===== config.mk =====
export PLATFORM = sky130hd
export DESIGN_NAME = reg_dst_pipe
export DESIGN_NICKNAME = d
export VERILOG_FILES = /design/src/rtl/reg_dst_pipe.sv
export SDC_FILE = /design/constraint.sdc
export NUM_CORES = 1
export LEC_CHECK = 0
export CORE_MARGIN = 10
export CORE_UTILIZATION = 43
export CTS_BUF_LIST = sky130_fd_sc_hd__clkbuf_8
export DETAILED_ROUTE_END_ITERATION = 6
export PLACE_DENSITY_LB_ADDON = 0.2
export SLEW_MARGIN = 20
export SYNTH_ARGS = -nofsm -noshare
export SYNTH_HDL_FRONTEND = slang
export SYNTH_SLANG_ARGS = --single-unit

===== constraint.sdc =====
create_clock -name clk -period 5 [get_ports clk]
set_input_delay 1.5 -clock clk [delete_from_list [all_inputs] [get_ports clk]]
set_output_delay 1.5 -clock clk [all_outputs]
set_load 0.05 [all_outputs]

===== src/rtl/reg_dst_pipe.sv =====
// reg_dst_pipe
//   Picks the write-back destination register (rt, rd or the link register)
//   for the decoding instruction. It then carries that destination and its
//   write-valid bit through DEPTH pipeline stages, with stall and flush.
//   It also flags every stage whose valid destination matches a decode-stage
//   source register, for use by the hazard/forwarding unit.
//
// Ports
//   clk, rst      rising-edge clock, synchronous active-high reset
//   rt_in, rd_in  rt / rd fields of the decoding instruction
//   dst_sel       00 rt, 01 rd, 10 LINK_REG, 11 rt (reserved)
//   reg_write_in  decoding instruction writes a register
//   stall         hold stage 0, bubble into stage 1
//   flush         bubble into stage 0 and stage 1 (wins over stall)
//   src_a, src_b  rs / rt of the decoding instruction
//   dst_out       per-stage destination, stage i at [i*ADDR_W +: ADDR_W]
//   valid_out     per-stage write-valid
//   hit_a, hit_b  per-stage valid destination match against src_a / src_b
//   wb_dst, wb_we last (write-back) stage destination and valid
module reg_dst_pipe #(
   parameter int ADDR_W   = 5,
   parameter int DEPTH    = 3,
   parameter int LINK_REG = 31
) (
   input  logic                     clk,
   input  logic                     rst,
   input  logic [ADDR_W-1:0]        rt_in,
   input  logic [ADDR_W-1:0]        rd_in,
   input  logic [1:0]               dst_sel,
   input  logic                     reg_write_in,
   input  logic                     stall,
   input  logic                     flush,
   input  logic [ADDR_W-1:0]        src_a,
   input  logic [ADDR_W-1:0]        src_b,
   output logic [DEPTH*ADDR_W-1:0]  dst_out,
   output logic [DEPTH-1:0]         valid_out,
   output logic [DEPTH-1:0]         hit_a,
   output logic [DEPTH-1:0]         hit_b,
   output logic [ADDR_W-1:0]        wb_dst,
   output logic                     wb_we
);

   localparam logic [ADDR_W-1:0] LINK = ADDR_W'(LINK_REG);

   logic [DEPTH-1:0][ADDR_W-1:0] dst_q, dst_d;
   logic [DEPTH-1:0]             vld_q, vld_d;
   logic [ADDR_W-1:0]            sel_dst;
   logic                         sel_valid;

   always_comb begin
      sel_dst = rt_in;
      unique case (dst_sel)
         2'b01:   sel_dst = rd_in;
         2'b10:   sel_dst = LINK;
         default: sel_dst = rt_in;
      endcase
      // Register 0 is hard-wired; a write to it must never look like a hazard.
      sel_valid = reg_write_in && (sel_dst != '0);
   end

   always_comb begin
      dst_d = dst_q;
      vld_d = vld_q;
      // Stage 0: flush kills the incoming instruction, stall holds the current one.
      if (flush) begin
         dst_d[0] = '0;
         vld_d[0] = 1'b0;
      end else if (!stall) begin
         dst_d[0] = sel_dst;
         vld_d[0] = sel_valid;
      end
      // Stage 1 takes a bubble whenever stage 0 does not hand off
      // (stall) or its occupant is killed (flush). Older stages always drain.
      for (int i = 1; i < DEPTH; i++) begin
         if (i == 1 && (stall || flush)) begin
            dst_d[i] = '0;
            vld_d[i] = 1'b0;
         end else begin
            dst_d[i] = dst_q[i-1];
            vld_d[i] = vld_q[i-1];
         end
      end
   end

   always_ff @(posedge clk) begin
      if (rst) begin
         dst_q <= '0;
         vld_q <= '0;
      end else begin
         dst_q <= dst_d;
         vld_q <= vld_d;
      end
   end

   assign dst_out   = dst_q;
   assign valid_out = vld_q;
   assign wb_dst    = dst_q[DEPTH-1];
   assign wb_we     = vld_q[DEPTH-1];

   // Valid entries never hold register 0, so src == 0 cannot produce a hit.
   for (genvar g = 0; g < DEPTH; g++) begin : g_hit
      assign hit_a[g] = vld_q[g] && (dst_q[g] == src_a);
      assign hit_b[g] = vld_q[g] && (dst_q[g] == src_b);
   end

endmodule

Word level (Yosys, flattened, before mapping)
Cells that the tools add are included.
Widths: inputs -> output; s select.
- bits in registers: 18
- input bits: 27
- output and inout port bits: 30
- word-level logic and storage cells: 26
- reduce and logical (&&, ||, !) cells: 11
- equality and inequality tests: 8
- mux-type cells: 1
- operator list (kind ; number):
    $eq 5x5->1 ; 6
    $pmux 5 s2 ; 1
    $logic_and 1x1->1 ; 7
    $reduce_bool 5->1 ; 1
    $reduce_or 2->1 ; 2
    $eq 2x1->1 const B ; 1
    $eq 2x2->1 const B ; 1
    $logic_or 1x1->1 ; 1

Longest topological paths before layout
Gate-level depths: netlist (run 1).
- word-level depth: 4
- depth in mapped cells: 6
- mapped depth without buffers: 6

Least setup slack after synthesis (run 1)
Ideal clock, no wire load.
- path kind: input to output
- start: in src_a[2]
- end: out hit_a[2]
- arrival: 2379 ps
- slack: 1121 ps
- buffers on the path: 0
- data required time: 3500 ps
- stages: 3
- cells stage by stage: xor2_1 nor4_1 and3_1
- longest elaborated chain between the ends: 2
- RTL lines (element ; RTL line ; text):
    start: declaration ; 33 ; input logic [ADDR_W-1:0] src_a,
    $eq 5x5->1 ; 102 ; assign hit_a[g] = vld_q[g] && (dst_q[g] == src_a);
    $logic_and 1x1->1 ; 102 ;
    end: declaration ; 37 ; output logic [DEPTH-1:0] hit_a,
No other way between the ends.

Worst setup path in the final report (run 1)
- start: in src_a[3]
- end: out hit_a[0]
Same word-level chain as after synthesis.

==> results of run 1 <==
## how the worst min path moves through the flow
| stage | start | end | slack (ps) | cells after the start |
|---|---|---|---|---|
| floorplan | valid_out[1] | valid_out[2] | 720 | 1 |
| global placement | valid_out[1] | valid_out[2] | 490 | 1 |
| detailed placement | valid_out[1] | valid_out[2] | 490 | 1 |
| CTS | valid_out[1] | valid_out[2] | 500 | 1 |
| global route | valid_out[1] | valid_out[2] | 530 | 1 |
| finish | valid_out[1] | valid_out[2] | 500 | 1 |
## routing by layer
metal | GRT usage | wire length (µm)
met4 | 0.0399 | 36
met3 | 0.0485 | 253
met5 | 0 | 0
met2 | 0.206 | 1430
met1 | 0.136 | 1310
## logic make-up (layout without fill, tap and decap cells)
group,after synthesis,after routing,synth area share
AOI/OAI and AO/OA,8,8,0.0428
xor gates and xnor gates,30,30,0.249
adders and majority gates,2,2,0.0237
buffers and inverters,10,62,0.0582
DFF,18,18,0.342
muxes,6,6,0.0570
and+or+nand+nor,41,41,0.227
## cell type report
| class | instances | area share |
|---|---|---|
| clock buffers | 4 | 0.0322 |
| inverters | 2 | 0.00439 |
| multi-input cells | 87 | 0.369 |
| flip-flops and latches | 18 | 0.211 |
| well taps | 28 | 0.0205 |
| repair buffers | 56 | 0.363 |
## layout by cell type, fill, tap and decap left out, types with 4 or more instances in the layout
cell type / count
nor3_1: 6
and3_1: 6
and2_1: 6
clkdlybuf4s50_1: 50
xor2_1: 24
nor2b_1: 9
xnor2_1: 6
nand2_1: 5
mux2i_1: 6
a21oi_1: 6
buf_12: 6
dfxtp_1: 18
nor4_1: 7
clkbuf_8: 4
## registers in the layout (all words and copies together) (netlist names)
signal / flops
dst_out: 10
valid_out: 3
wb_dst: 5
## worst max-delay path, stage by stage
cell	delay (ps)
clkdlybuf4s50_1	490
xor2_1	180
nor4_1	340
and3_1	260
buf_12	150
## power by group through the flow
stage	registers (mW)	clock network, mW	logic [mW]
floorplan	0.161	0	0.0316
global placement	0.153	0	0.0758
detailed placement	0.153	0	0.0769
CTS	0.150	0.120	0.0777
global route	0.151	0.126	0.0832
finish	0.150	0.117	0.0771
## metrics by stage
step	instances	power (mW)	area, µm²	setup slack (ps)
2_1_floorplan	115	0.193	1050	1120
3_3_place_gp	191	0.229	1660	559
4_1_cts	195	0.348	1710	540
5_1_grt	195	0.360	1710	520
6_report	195	0.344	1710	574
3_5_place_dp	191	0.230	1660	545
==> impl_metrics.ini, run 1 <==
[outcome]
outcome = completed

[worst_setup_path]
cp.required_ps = 3500
path_class = input pin to primary output
reg2reg_slack_ps = 4000
crit_arrival_ps = 2930
end_kind = primary output
r2r_start = valid_out[0]
r2r_end = valid_out[0]
crit_fanout = 3
reg2regPathDepth = 2
crit_path_start = src_a[3]
crit_path_end = hit_a[0]
crit_path_start_kind = input pin

[clock_tree]
postCtsSetupRepairBufs = 0
cts_buffers = 3
insertion_delay_ps = 250
cts_resized = 0
path_clk_slew_ps = 60
clockBufferDepth = 2
root_buffer = clkbuf_8
cts.htree.levels = 1
ctsHoldBuffers = 0
clkSinkCount = 18
cts_tree = done

[grt]
grt_pass1_wl_um = 4980
gr-total-overflow = 0
grt_use_total = 0.122
antenna_found_initial = 0
grt_pass1_vias = 1047
grt_max_degree = 14

[timing]
fmax_mhz = 226
final-hold-violation-count = 0
slew_violations = 0
worst_slew_pin_slew_ps = 526
rsz0062_at_grt = false
setup_violations = 0
fin_hold_ws_ps = 497
min_period_ps = 4430
fin_skew_ps = 2.42
period_share = 0.885
fin_setup_tns_ps = 0
maxSlewHeadroom = 0.647

[pwr]
power.internal_uw = 256
pwr-share-comb = 0.224
leakage_nw = 0.718
irDropWorstVdd_mv = 0.203
switchingPower_uw = 88.4
share_seq_of_total_power = 0.436
power_switching_share = 0.257
power.share.clock = 0.340
power_density_nw_per_um2 = 201

[cells_and_area]
multi_input_area_um2 = 632
synthToLayoutAreaGrowth_pct = 62.4
utilization = 0.752
final_layout_size_suffix_gt1_frac = 0.0719
final_nets = 197
diodes = 0
regArea_um2 = 360
fillers = 161

[flow_run]
maxCapViolCount = 0

[synth]
ys_async_sr_fraction = 0
synth_ff_type = dfxtp_1
syn_area_um2 = 1050
synth-warning-count = 0
syn_nets = 144
synth_edf_count = 0
synth_cell_types = 20
synth_top_cells_by_count = xor2_1, dfxtp_1, nor2b_1
syn_inst = 115
ys_ff_latch = 18
yosysSeqAreaShare = 0.342
yosysTopAreaCell = dfxtp_1
yosysMostFrequentCell = xor2_1
avgSynthCellArea_um2 = 9.16
yosysTopAreaCellShare = 0.342
synth.area.top_cells = dfxtp_1, xor2_1, mux2i_1

[floorplan]
fp.dieArea_um2 = 4830
rows = 17
core_area_um2 = 2280
start_util = 0.463
die_w_um = 69.5
die_h_um = 69.5
io_pins = 57

[min_path]
worstHoldPathType = register to register

[detailed_routing]
drtAntennaViolNets = 0
drc_errors = 0
drtIter0Drc = 28
wl_per_cell_um = 15.5
wl_um = 3030
vias_per_cell = 4.89
firstDrtPassIters = 4
vias = 953

[place]
gp_congestion = 0.838
hpwl_um = 2530
place.port_buffers = 56
Note: power is estimated with default switching activity, not from simulation.
==> inputs of run 2 (changes only) <==
--- a/config.mk
+++ b/config.mk
@@ -10,6 +10,7 @@
 export CTS_BUF_LIST = sky130_fd_sc_hd__clkbuf_8
 export DETAILED_ROUTE_END_ITERATION = 6
 export PLACE_DENSITY_LB_ADDON = 0.2
+export SKIP_CTS_REPAIR_TIMING = 1
 export SLEW_MARGIN = 20
 export SYNTH_ARGS = -nofsm -noshare
 export SYNTH_HDL_FRONTEND = slang
==> results of run 2 <==
Final layout, timing and power as in run 1 (identical DEF).
==> inputs of run 3 (changes only) <==
--- a/config.mk
+++ b/config.mk
@@ -10,6 +10,7 @@
 export CTS_BUF_LIST = sky130_fd_sc_hd__clkbuf_8
 export DETAILED_ROUTE_END_ITERATION = 6
 export PLACE_DENSITY_LB_ADDON = 0.2
+export RECOVER_POWER = 100
 export SKIP_CTS_REPAIR_TIMING = 1
 export SLEW_MARGIN = 20
 export SYNTH_ARGS = -nofsm -noshare
==> run 3 against run 2 <==
  * Global-route usage did not move
  * Clock power barely moved
  * Cell count stayed put
  * Worst hold slack worse by 2.4 ps
  * Clock skew about the same
  * Fmax is 2.8% lower
==> impl_metrics.ini, run 3 (synthesis results as in run 1) <==
[pwr]
irDropWorstVdd_mv = 0.202
power_density_nw_per_um2 = 200
leakage_nw = 0.796

[place]
place.port_buffers = 56
hpwl_um = 2530
gp_congestion = 0.838

[timing]
worst_slew_pin_slew_ps = 540
period_share = 0.910
rsz0062_at_grt = false
final-hold-violation-count = 0
min_period_ps = 4550
fin_setup_tns_ps = 0
maxSlewHeadroom = 0.638
fin_skew_ps = 1.96
fmax_mhz = 220
slew_violations = 0
fin_hold_ws_ps = 495
setup_violations = 0

[worst_setup_path]
path_class = input pin to primary output
reg2reg_slack_ps = 3980
crit_family = buffers and inverters
reg2regPathDepth = 2
slowest_stage = dlygate4sd3_1
path_buf_inv = 2
crit_fanout = 3
crit_arrival_ps = 3050
crit_path_start = src_a[2]
crit_chain = dlygate4sd3_1 -> xor2_1 -> nor4_1 -> and3_1 -> buf_12
critPathMaxStageDelay_ps = 600
crit_path_end = hit_a[0]
r2r_end = valid_out[0]
crit_path_start_kind = input pin
cp_num_cells = 5
cp.required_ps = 3500
end_kind = primary output
r2r_start = valid_out[0]

[floorplan]
fp.dieArea_um2 = 4830
io_pins = 57
die_w_um = 69.5
start_util = 0.463
core_area_um2 = 2280
rows = 17
die_h_um = 69.5

[cells_and_area]
regArea_um2 = 360
multi_input_area_um2 = 628
largest_register_ffs = 10
utilization = 0.750
diodes = 0
final_common_cell = dlygate4sd3_1
synthToLayoutAreaGrowth_pct = 62.0
final_nets = 197
fillers = 163
final_cell_mix = dlygate4sd3_1, xor2_1, clkdlybuf4s50_1, dfxtp_1, nor2b_1
final_layout_size_suffix_gt1_frac = 0.0659

[clock_tree]
cts_buffers = 3
cts_tree = done
cts.htree.levels = 1
clockBufferDepth = 2
root_buffer = clkbuf_8
path_clk_slew_ps = 60
insertion_delay_ps = 250
clkSinkCount = 18

[grt]
grt_use_total = 0.122
gr-total-overflow = 0
grt_max_degree = 14
grt_pass1_vias = 1047
grt_pass1_wl_um = 4980
antenna_found_initial = 0

[detailed_routing]
vias_per_cell = 4.89
vias = 954
drtAntennaViolNets = 0
wl_per_cell_um = 15.5
drc_errors = 0
drtIter0Drc = 21
firstDrtPassIters = 4
wl_um = 3020

[outcome]
outcome = completed

[flow_run]
maxCapViolCount = 0

[min_path]
worstHoldPathType = register to register
## run 3: cell count changes in the layout (fill, tap and decap cells not counted), moves of 6 or more
cell	delta
clkdlybuf4s50_1	-28
dlygate4sd3_1	+28
and2_0	+6
and2_1	-6
## run 3: per-stage QoR
| stage | instances | power [mW] | cell area [µm²] | worst slack (ps) |
|---|---|---|---|---|
| after global routing | 195 | 0.357 | 1710 | 413 |
| after CTS | 195 | 0.348 | 1710 | 540 |
| after detailed placement | 191 | 0.230 | 1660 | 545 |
| after global placement | 191 | 0.229 | 1660 | 559 |
| final | 195 | 0.342 | 1710 | 449 |
| after floorplan | 115 | 0.193 | 1050 | 1120 |
## run 3: worst min path at each step
stage / start / to / slack, ps / cells past startpoint
floorplan: valid_out[1] / valid_out[2] / 720 / 1
global placement: valid_out[1] / valid_out[2] / 490 / 1
detailed placement: valid_out[1] / valid_out[2] / 490 / 1
CTS: valid_out[1] / valid_out[2] / 500 / 1
global route: valid_out[1] / valid_out[2] / 530 / 1
finish: valid_out[1] / valid_out[2] / 490 / 1
## run 3: metal layers
layer  part of all wire  wire [µm]  track usage  vias up
li1                   -          -            -      490
met1               0.43       1300        0.136      420
met2               0.47       1430        0.206       39
met3              0.085        258       0.0485        5
met4              0.012         36       0.0399        0
met5                  0          0            0        -
## run 3: area by class of cell
cell class              instances  share of cell area
flip-flops and latches         18               0.211
repair buffers                 56               0.364
inverters                       2             0.00440
well taps                      28              0.0205
multi-input cells              87               0.368
clock buffers                   4              0.0323
## run 3: power by group
part | internal [mW] | switching (mW)
Sequential | 0.146 | 0.00388
Combinational | 0.0376 | 0.0370
Clock | 0.0700 | 0.0472
Total | 0.254 | 0.0881
